**config.mk**
```make
export PLATFORM = sky130hd
export DESIGN_NAME = cla_seq_adder_ctrl
export DESIGN_NICKNAME = d
export VERILOG_FILES = /design/src/rtl/cla_seq_pkg.sv /design/src/rtl/cla_nibble.sv /design/src/rtl/cla_seq_adder_ctrl.sv
export SDC_FILE = /design/constraint.sdc
export NUM_CORES = 1
export LEC_CHECK = 0
export ABC_AREA = 1
export CORE_UTILIZATION = 53
export DETAILED_ROUTE_END_ITERATION = 8
export PLACE_DENSITY = 0.91
export SETUP_SLACK_MARGIN = 0.15
export SLEW_MARGIN = 5
export SYNTH_ARGS = -nofsm -noshare
export SYNTH_HDL_FRONTEND = slang
export SYNTH_SLANG_ARGS = --single-unit
```
**constraint.sdc**
```tcl
create_clock -name clk -period 4.69 [get_ports clk]
set_input_delay 1.1725 -clock clk [delete_from_list [all_inputs] [get_ports clk]]
set_output_delay 1.1725 -clock clk [all_outputs]
set_load 0.02 [all_outputs]
```
**src/rtl/cla_seq_pkg.sv**
```systemverilog
`default_nettype none
// ============================================================================
//  Module      : cla_seq_pkg
//  Description : Shared types and helpers for the sequential CLA adder.
//                - state_t   : controller state encoding (IDLE, RUN, DONE)
//                - NIB_W     : width of one nibble pass (4 bits)
//                - nib_count : number of nibble passes for a given width
//  Revision    : 1.0  initial release
// ============================================================================
package cla_seq_pkg;

    localparam int NIB_W = 4;

    typedef enum logic [1:0] {
        IDLE = 2'd0,
        RUN  = 2'd1,
        DONE = 2'd2
    } state_t;

    function automatic int nib_count(input int width);
        return width / NIB_W;
    endfunction

endpackage
`default_nettype wire

```
**src/rtl/cla_nibble.sv**
```systemverilog
`default_nettype none
// ============================================================================
//  Module      : cla_nibble
//  Description : Purely combinational 4-bit carry-lookahead adder.
//  Ports       : a[3:0], b[3:0] - addends
//                ci             - carry in
//                s[3:0]         - sum
//                co             - carry out of bit 3
//  Revision    : 1.0  initial release
// ============================================================================
module cla_nibble (
    input  logic [3:0] a,
    input  logic [3:0] b,
    input  logic       ci,
    output logic [3:0] s,
    output logic       co
);

    logic [3:0] w_p;
    logic [3:0] w_g;
    logic       w_c1;
    logic       w_c2;
    logic       w_c3;

    assign w_p = a ^ b;
    assign w_g = a & b;

    // Every carry is expanded in terms of P/G and ci so no carry depends on
    // a previously computed internal carry.
    assign w_c1 = w_g[0]
                | (w_p[0] & ci);
    assign w_c2 = w_g[1]
                | (w_p[1] & w_g[0])
                | (w_p[1] & w_p[0] & ci);
    assign w_c3 = w_g[2]
                | (w_p[2] & w_g[1])
                | (w_p[2] & w_p[1] & w_g[0])
                | (w_p[2] & w_p[1] & w_p[0] & ci);
    assign co   = w_g[3]
                | (w_p[3] & w_g[2])
                | (w_p[3] & w_p[2] & w_g[1])
                | (w_p[3] & w_p[2] & w_p[1] & w_g[0])
                | (w_p[3] & w_p[2] & w_p[1] & w_p[0] & ci);

    assign s = w_p ^ {w_c3, w_c2, w_c1, ci};

endmodule
`default_nettype wire

```
**src/rtl/cla_seq_adder_ctrl.sv**
```systemverilog
`default_nettype none
// ============================================================================
//  Module      : cla_seq_adder_ctrl
//  Description : WIDTH-bit adder built from one shared 4-bit CLA nibble,
//                one nibble per clock, LSB first, carry chained through a
//                register. Valid/ready handshake on operands and result.
//  Parameters  : WIDTH - operand width, multiple of 4 and >= 8
//  Options     : CLA_SEQ_SUB_EN - adds 'sub' input (a-b) and 'ovf' output
//  Ports       : clk, rst              - clock, synchronous active-high reset
//                in_valid/in_ready     - operand handshake
//                a, b, cin             - operands, carry in
//                sub (opt)             - subtract request, latched at accept
//                out_valid/out_ready   - result handshake
//                sum, cout             - result, carry out of MSB
//                ovf (opt)             - signed overflow of the result
//                busy                  - high in RUN or DONE
//  Revision    : 1.0  initial release
// ============================================================================
module cla_seq_adder_ctrl
    import cla_seq_pkg::*;
#(
    parameter int WIDTH = 16
) (
    input  logic             clk,
    input  logic             rst,
    input  logic             in_valid,
    output logic             in_ready,
    input  logic [WIDTH-1:0] a,
    input  logic [WIDTH-1:0] b,
    input  logic             cin,
`ifdef CLA_SEQ_SUB_EN
    input  logic             sub,
`endif
    output logic             out_valid,
    input  logic             out_ready,
    output logic [WIDTH-1:0] sum,
    output logic             cout,
`ifdef CLA_SEQ_SUB_EN
    output logic             ovf,
`endif
    output logic             busy
);

    localparam int NIB   = nib_count(WIDTH);
    localparam int IDX_W = $clog2(NIB);
    localparam logic [IDX_W-1:0] c_idx_last = IDX_W'(NIB - 1);

    generate
        if ((WIDTH % NIB_W) != 0 || WIDTH < 8) begin : g_bad_width
            $error("cla_seq_adder_ctrl: WIDTH must be a multiple of 4 and >= 8");
        end
    endgenerate

    state_t           r_state;
    logic [WIDTH-1:0] r_a;
    logic [WIDTH-1:0] r_b;
    logic [WIDTH-1:0] r_sum;
    logic             r_carry;
    logic             r_cout;
    logic             r_out_valid;
    logic [IDX_W-1:0] r_idx;
`ifdef CLA_SEQ_SUB_EN
    logic             r_ovf;
`endif

    logic [NIB_W-1:0] w_a_nib;
    logic [NIB_W-1:0] w_b_nib;
    logic [NIB_W-1:0] w_s;
    logic             w_co;

    // Nibble select for the current pass.
    assign w_a_nib = r_a[r_idx*NIB_W +: NIB_W];
    assign w_b_nib = r_b[r_idx*NIB_W +: NIB_W];

    cla_nibble u_nibble (
        .a  (w_a_nib),
        .b  (w_b_nib),
        .ci (r_carry),
        .s  (w_s),
        .co (w_co)
    );

    always_ff @(posedge clk) begin
        if (rst) begin
            r_state     <= IDLE;
            r_a         <= '0;
            r_b         <= '0;
            r_sum       <= '0;
            r_carry     <= 1'b0;
            r_cout      <= 1'b0;
            r_out_valid <= 1'b0;
            r_idx       <= '0;
`ifdef CLA_SEQ_SUB_EN
            r_ovf       <= 1'b0;
`endif
        end else begin
            case (r_state)
                IDLE: begin
                    if (in_valid) begin
                        r_a     <= a;
`ifdef CLA_SEQ_SUB_EN
                        // a - b == a + ~b + 1; cin is ignored when subtracting.
                        r_b     <= sub ? ~b : b;
                        r_carry <= sub ? 1'b1 : cin;
`else
                        r_b     <= b;
                        r_carry <= cin;
`endif
                        r_idx   <= '0;
                        r_state <= RUN;
                    end
                end

                RUN: begin
                    r_sum[r_idx*NIB_W +: NIB_W] <= w_s;
                    r_carry                     <= w_co;
                    if (r_idx == c_idx_last) begin
                        r_idx       <= '0;
                        r_cout      <= w_co;
                        r_out_valid <= 1'b1;
                        r_state     <= DONE;
`ifdef CLA_SEQ_SUB_EN
                        // Signed overflow: carry into the MSB differs from the
                        // carry out of it. Carry into bit 3 is recovered as
                        // s ^ a ^ b at that bit.
                        r_ovf <= w_co ^ (w_s[NIB_W-1] ^ w_a_nib[NIB_W-1]
                                                      ^ w_b_nib[NIB_W-1]);
`endif
                    end else begin
                        r_idx <= r_idx + 1'b1;
                    end
                end

                DONE: begin
                    if (out_ready) begin
                        r_out_valid <= 1'b0;
                        r_state     <= IDLE;
                    end
                end

                default: begin
                    r_out_valid <= 1'b0;
                    r_idx       <= '0;
                    r_state     <= IDLE;
                end
            endcase
        end
    end

    assign in_ready  = (r_state == IDLE);
    assign busy      = (r_state != IDLE);
    assign out_valid = r_out_valid;
    assign sum       = r_sum;
    assign cout      = r_cout;
`ifdef CLA_SEQ_SUB_EN
    assign ovf       = r_ovf;
`endif

endmodule
`default_nettype wire
```
# Word-level counts from Yosys, hierarchy flattened
# Index checks and enable logic that the tools add are counted.
[classes]
n_addsub = 2
eq_ne = 6
shift = 4
n_mux = 13
n_bitwise = 31
n_reduce_logical = 9
[ops]
columns = ["operator", "count"]
rows = [
  ["$neg A4 Y34", 1],
  ["$shift A4 B34 Y16 const A", 1],
  ["$shiftx A4 B34 Y16", 1],
  ["$shiftx A16 B5 Y4", 2],
  ["$and A1 B1 Y1", 16],
  ["$bwmux W16", 1],
  ["$pmux W2 S3", 2],
  ["$mux W2", 5],
  ["$or A1 B1 Y1", 10],
  ["$reduce_and A2 Y1", 4],
  ["$xor A4 B4 Y4", 2],
  ["$ne A2 B2 Y1 const B", 3],
  ["$reduce_and A3 Y1", 2],
  ["$and A4 B4 Y4", 1],
  ["$eq A2 B2 Y1 const B", 2],
  ["$reduce_bool A2 Y1", 2],
  ["$mux W1", 3],
  ["$pmux W1 S3", 1],
  ["$add A2 B1 Y2 const B", 1],
  ["$eq A2 B1 Y1 const B", 1],
  ["$logic_not A2 Y1", 1],
  ["$not A1 Y1", 2],
  ["$pmux W1 S2", 1],
]
[totals]
regBits = 55
in_bits = 37
out_inout_bits = 20
wordCells = 73

# Depth between registers and ports, before layout
[depth]
ltp_word = 9
mapped_depth = 13
mapped_depth_nobuf = 12

# Cells and area by module
# Synthesis repeated with hierarchy kept, for this count alone.
[hier_totals]
cells_unflattened = 355
area_unflattened_um2 = 2680.1
[modules_own_cells]
columns = ["module", "instances", "cells_each", "area_each_um2", "seq_area_each_um2"]
rows = [
  ["cla_seq_adder_ctrl", 1, 324, 2491.1, 1101.1],
  ["cla_nibble", 1, 31, 188.9, 0.0],
]

# Worst setup path before layout
# OpenSTA, ideal clock, no wires.
[synth_timing]
path_type = "register to register"
startpoint = "reg r_idx[0]"
endpoint = "reg r_cout (netlist: cout)"
setup_time_ps = 110
arrival_time_ps = 2021
required_time_ps = 4580
path_slack_ps = 2559
path_stages_with_launch = 13
path_buffers = 1
period_less_slack_ps = 2131
cell_sequence = "dfxtp_1 inv_1 clkbuf_1 nor2_1 o22ai_1 ha_1 or2_2 nand2_1 nand2_1 a21oi_1 o21ai_0 nand2_1 inv_1"
[synth_via]
elab_chain_cells = 7
elab_cells_between_ends = 17
classes_between = "eq/ne: 1; shift: 2; bitwise: 13; reduce/logical: 1"
[synth_lines]
columns = ["element", "line", "source"]
rows = [
  ["start: declaration", "cla_seq_adder_ctrl.sv:61", "logic [IDX_W-1:0] r_idx;"],
  ["start signal: assignment", "cla_seq_adder_ctrl.sv:130", "r_idx <= r_idx + 1'b1;"],
  ["$shiftx A16 B5 Y4 (on tied branches)", "cla_seq_adder_ctrl.sv:72, cla_seq_adder_ctrl.sv:73", ""],
  ["$xor A4 B4 Y4 or $and A4 B4 Y4 (tied branches)", "cla_nibble.sv:25, cla_nibble.sv:26", ""],
  ["$and A1 B1 Y1 (on tied branches)", "n/a", ""],
  ["$or A1 B1 Y1, or another cell as far along", "cla_nibble.sv:40", "| (w_p[3] & w_g[2])"],
  ["$or A1 B1 Y1, or another cell as far along", "cla_nibble.sv:41", "| (w_p[3] & w_p[2] & w_g[1])"],
  ["$or A1 B1 Y1 or $and A1 B1 Y1 (tied branches)", "cla_nibble.sv:42, cla_nibble.sv:43", ""],
  ["$or A1 B1 Y1", "cla_nibble.sv:43", "| (w_p[3] & w_p[2] & w_p[1] & w_p[0] & ci);"],
  ["end signal: assignment", "cla_seq_adder_ctrl.sv:119", "r_cout <= w_co;"],
  ["end: declaration", "cla_seq_adder_ctrl.sv:59", "logic r_cout;"],
]
# Several ways; a longest one is shown, not always the timed one.
# A chain may end at the register's enable or synchronous reset.

# Worst setup path after layout
[layout_timing]
startpoint = "reg r_idx[0]"
endpoint = "reg r_sum[7] (netlist: sum[7])"
[layout_via]
elab_chain_cells = 9
elab_cells_between_ends = 24
classes_between = "add/sub: 1; shift: 4; mux: 1; bitwise: 18"
[layout_lines]
columns = ["element", "line", "source"]
rows = [
  ["$shiftx A16 B5 Y4 (on tied branches)", "cla_seq_adder_ctrl.sv:72, cla_seq_adder_ctrl.sv:73", ""],
  ["$xor A4 B4 Y4 or $and A4 B4 Y4 (tied branches)", "cla_nibble.sv:25, cla_nibble.sv:26", ""],
  ["$and A1 B1 Y1 (on tied branches)", "cla_nibble.sv:36, cla_nibble.sv:37, cla_nibble.sv:38", ""],
  ["$or A1 B1 Y1, or another cell as far along", "cla_nibble.sv:36", "| (w_p[2] & w_g[1])"],
  ["$or A1 B1 Y1 or $and A1 B1 Y1 (tied branches)", "cla_nibble.sv:37, cla_nibble.sv:38", ""],
  ["$or A1 B1 Y1", "cla_nibble.sv:38", "| (w_p[2] & w_p[1] & w_p[0] & ci);"],
  ["$xor A4 B4 Y4", "cla_nibble.sv:45", "assign s = w_p ^ {w_c3, w_c2, w_c1, ci};"],
  ["$shiftx A4 B34 Y16", "cla_seq_adder_ctrl.sv:115", "r_sum[r_idx*NIB_W +: NIB_W] <= w_s;"],
  ["$bwmux W16 (*)", "cla_seq_adder_ctrl.sv:115", ""],
  ["end signal: indexed assignment", "cla_seq_adder_ctrl.sv:115", ""],
  ["end: declaration", "cla_seq_adder_ctrl.sv:57", "logic [WIDTH-1:0] r_sum;"],
]
# Mark *: on every way between the ends. The rest lies on a longest branch, timed or not.

==> metrics.md <==
| Metric | Value |
|---|---|
| Slew headroom | 0.424 |
| Gpl congestion | 0.840 |
| Critical path required time | 4.91 ns |
| Worst Path Arrival | 3.39 ns |
| Dpl hpwl | 3.84 mm |
| # rows | 24 |
| Initial antenna violation count | 0 |
| I/O pins | 57 |
| Number of global-route vias before repair | 2104 |
| CTS HTree Levels | 2 |
| WL met2 | 2.64 mm |
| Pins over their slew limit | 0 |
| Most instantiated library cell after synthesis | nor2_1 |
| CTS Buffer Depth | 2 |
| Ys flop type | dfxtp_1 |
| Hold buffer count at CTS | 0 |
| Die Y | 70.6 um |
| Post-CTS setup buffers | 0 |
| DR vias | 2331 |
| Routed vias/inst | 5.33 |
| CP startpoint kind | flip-flop |
| CP Max Fanout | 24 |
| Final Skew | 0.00451 ns |
| DRC | 8 |
| Minimum clock period | 3.17 ns |
| Post-synth cell types | 27 |
| Number of synthesized flops with an enable pin | 0 |
| Met1 Wirelength | 2.47 mm |
| Net count after synthesis | 385 |
| CTS buffer count | 5 |
| Drt first pass iters | 6 |
| Leak Pwr | 1.25 nW |
| Hold crit path type | reg -> reg |
| Share of cells above drive strength 1 | 0.0545 |
| Ys Warns | 0 |
| Top Metal Used | met4 |
| Die Width | 70.6 um |
| Initial Util | 0.562 |
| Die Area | 4990 sq um |
| CP Capture Type | flip-flop |
| Endpoints failing setup | 0 |
| Post-synthesis sequential area ratio | 0.441 |
| Fin. Hold Viols | 0 |
| Syn-to-layout area delta | 25.7% |
| Yosys top cell by area | dfxtp_1 |
| Hold_ws | 0.468 ns |
| Synth Register Bits | 55 |
| Top cell type's share of synthesized area | 0.441 |
| Power density over cell area | 310 nW/um^2 |
| Max Cap Violations | 0 |
| Setup_tns | 0 ns |
| Ant diodes | 0 |
| Largest net degree at the start of global routing | 36 |
| Critical path type | reg -> reg |
| GR Util All Layers | 0.230 |
| Synth top area cells | dfxtp_1, nor2_1, o21ai_0 |
| Metal3 WL | 243 um |
| Final #Nets | 432 |
| Worst ir drop on vdd | 0.227 mV |
| Violations in the final reports | design-rule violations |
| Worst-path clk slew | 0.09 ns |
| Routed wire per std cell | 12.4 um |
| Final ANT Viol Nets | 0 |
| Post-CTS Resized | 0 |
| Async SR Flop Fraction | 0 |
| Post-Syn Instances | 337 |
| Flop2flop setup slack | 1.52 ns |
| GRT Residual Overflow | 0 |
| RSZ-0062 raised after global routing | false |
| Drt initial violations | 121 |
| CTS sink cnt | 55 |
| Fin crit share | 0.676 |
| First-pass GRT wire length | 9.23 mm |
| Mapped Area | 2500 sq um |
| Post-synth top cells | nor2_1, dfxtp_1, o21ai_0, nand2_1, a21oi_1 |
| Clk_lat worst skew | 0.31 ns |
| CTS root buffer | clkbuf_8 |
| Core ar. | 4440 sq um |
| F_max | 0.316 GHz |
| Least-Margin Pin Slew | 0.863 ns |
| CTS tree | done |
| Outcome | finished with violations |
| Avg Cell Area, Syn | 7.41 sq um |
| Routed WL | 5.42 mm |
| PortBufs | 56 |
-- metal layers --
| layer | vias up | global-route usage |
|---|---|---|
| met3 | 9 | 0.0484 |
| li1 | 1201 | - |
| met4 | 0 | 0.0711 |
| met2 | 64 | 0.406 |
| met1 | 1057 | 0.282 |
| met5 | - | 0 |
-- kinds of logic after synthesis --
family,synth area share
compound gates,0.172
flops,0.441
simple gates,0.274
buf+inv,0.0511
fa+ha+maj,0.0581
xor+xnor,0.00351
-- worst max-delay path, stage by stage (launching register included) --
cell and delay (ns):
dfxtp_1 0.86, inv_1 0.56, o21ai_0 0.31, o22ai_1 0.10, ha_1 0.35, or2_2 0.30, nand2_1 0.08, nand3_1 0.07
nand2_1 0.14, nand4_1 0.11, a21oi_1 0.20
-- metrics by stage --
| stage | area, sq um | instances | worst slack [ns] | utilization | power [mW] |
|---|---|---|---|---|---|
| 2_1_floorplan | 2500 | 337 | 2.56 | - | 0.660 |
| 3_3_place_gp | 3050 | 429 | 1.56 | 0.687 | 0.723 |
| 3_5_place_dp | 3050 | 429 | 1.47 | 0.687 | 0.730 |
| 4_1_cts | 3140 | 437 | 1.57 | 0.706 | 0.978 |
| 5_1_grt | 3140 | 437 | 1.16 | 0.706 | 1.03 |
| 6_report | 3140 | 437 | 1.52 | 0.706 | 0.974 |
-- cell usage in the layout, fill, tap and decap left out, types with 3 or more instances in the layout --
cell and instances:
a21oi_1 19, clkdlybuf4s50_1 56, o21ai_0 46, a22oi_1 3, nor2_2 3, nand4_1 4, ha_1 10, nand3_1 10
clkinv_2 3, o22ai_1 8, o21ai_1 5, clkbuf_8 5, nand2_1 42, inv_1 13, nor2_1 88, dfxtp_1 55
-- area by class of cell --
cell class	instances	area, sq um
Inverter	16	60.1
Clock inverter	3	15.0
Multi-Input combinational cell	250	1270
Clock buffer	5	68.8
Tap cell	52	65.1
Timing Repair Buffer	56	561
Fill cell	385	1310
Sequential cell	55	1100
-- power by group --
group	switching (mW)	internal (mW)	total, mW
registers	0.0217	0.496	0.517
logic	0.116	0.0885	0.204
clock network	0.150	0.103	0.253
total	0.287	0.687	0.974
-- worst paths after layout --
kind / from / endpoint / cells after the start
min reg2reg: sum[2]$_SDFFE_PP0P_ / sum[2]$_SDFFE_PP0P_ / 2
max: r_idx[0]$_SDFFE_PP0P_ / sum[7]$_SDFFE_PP0P_ / 10
max reg2reg: r_idx[0]$_SDFFE_PP0P_ / sum[7]$_SDFFE_PP0P_ / 10
min: sum[2]$_SDFFE_PP0P_ / sum[2]$_SDFFE_PP0P_ / 2
-- registers in the layout (all words and copies together), names as in the netlist --
register	cells
r_b	16
r_state	2
r_idx	2
sum	16
r_a	16
cout	1
r_carry	1
out_valid	1
(Power assumes the default switching activity.)
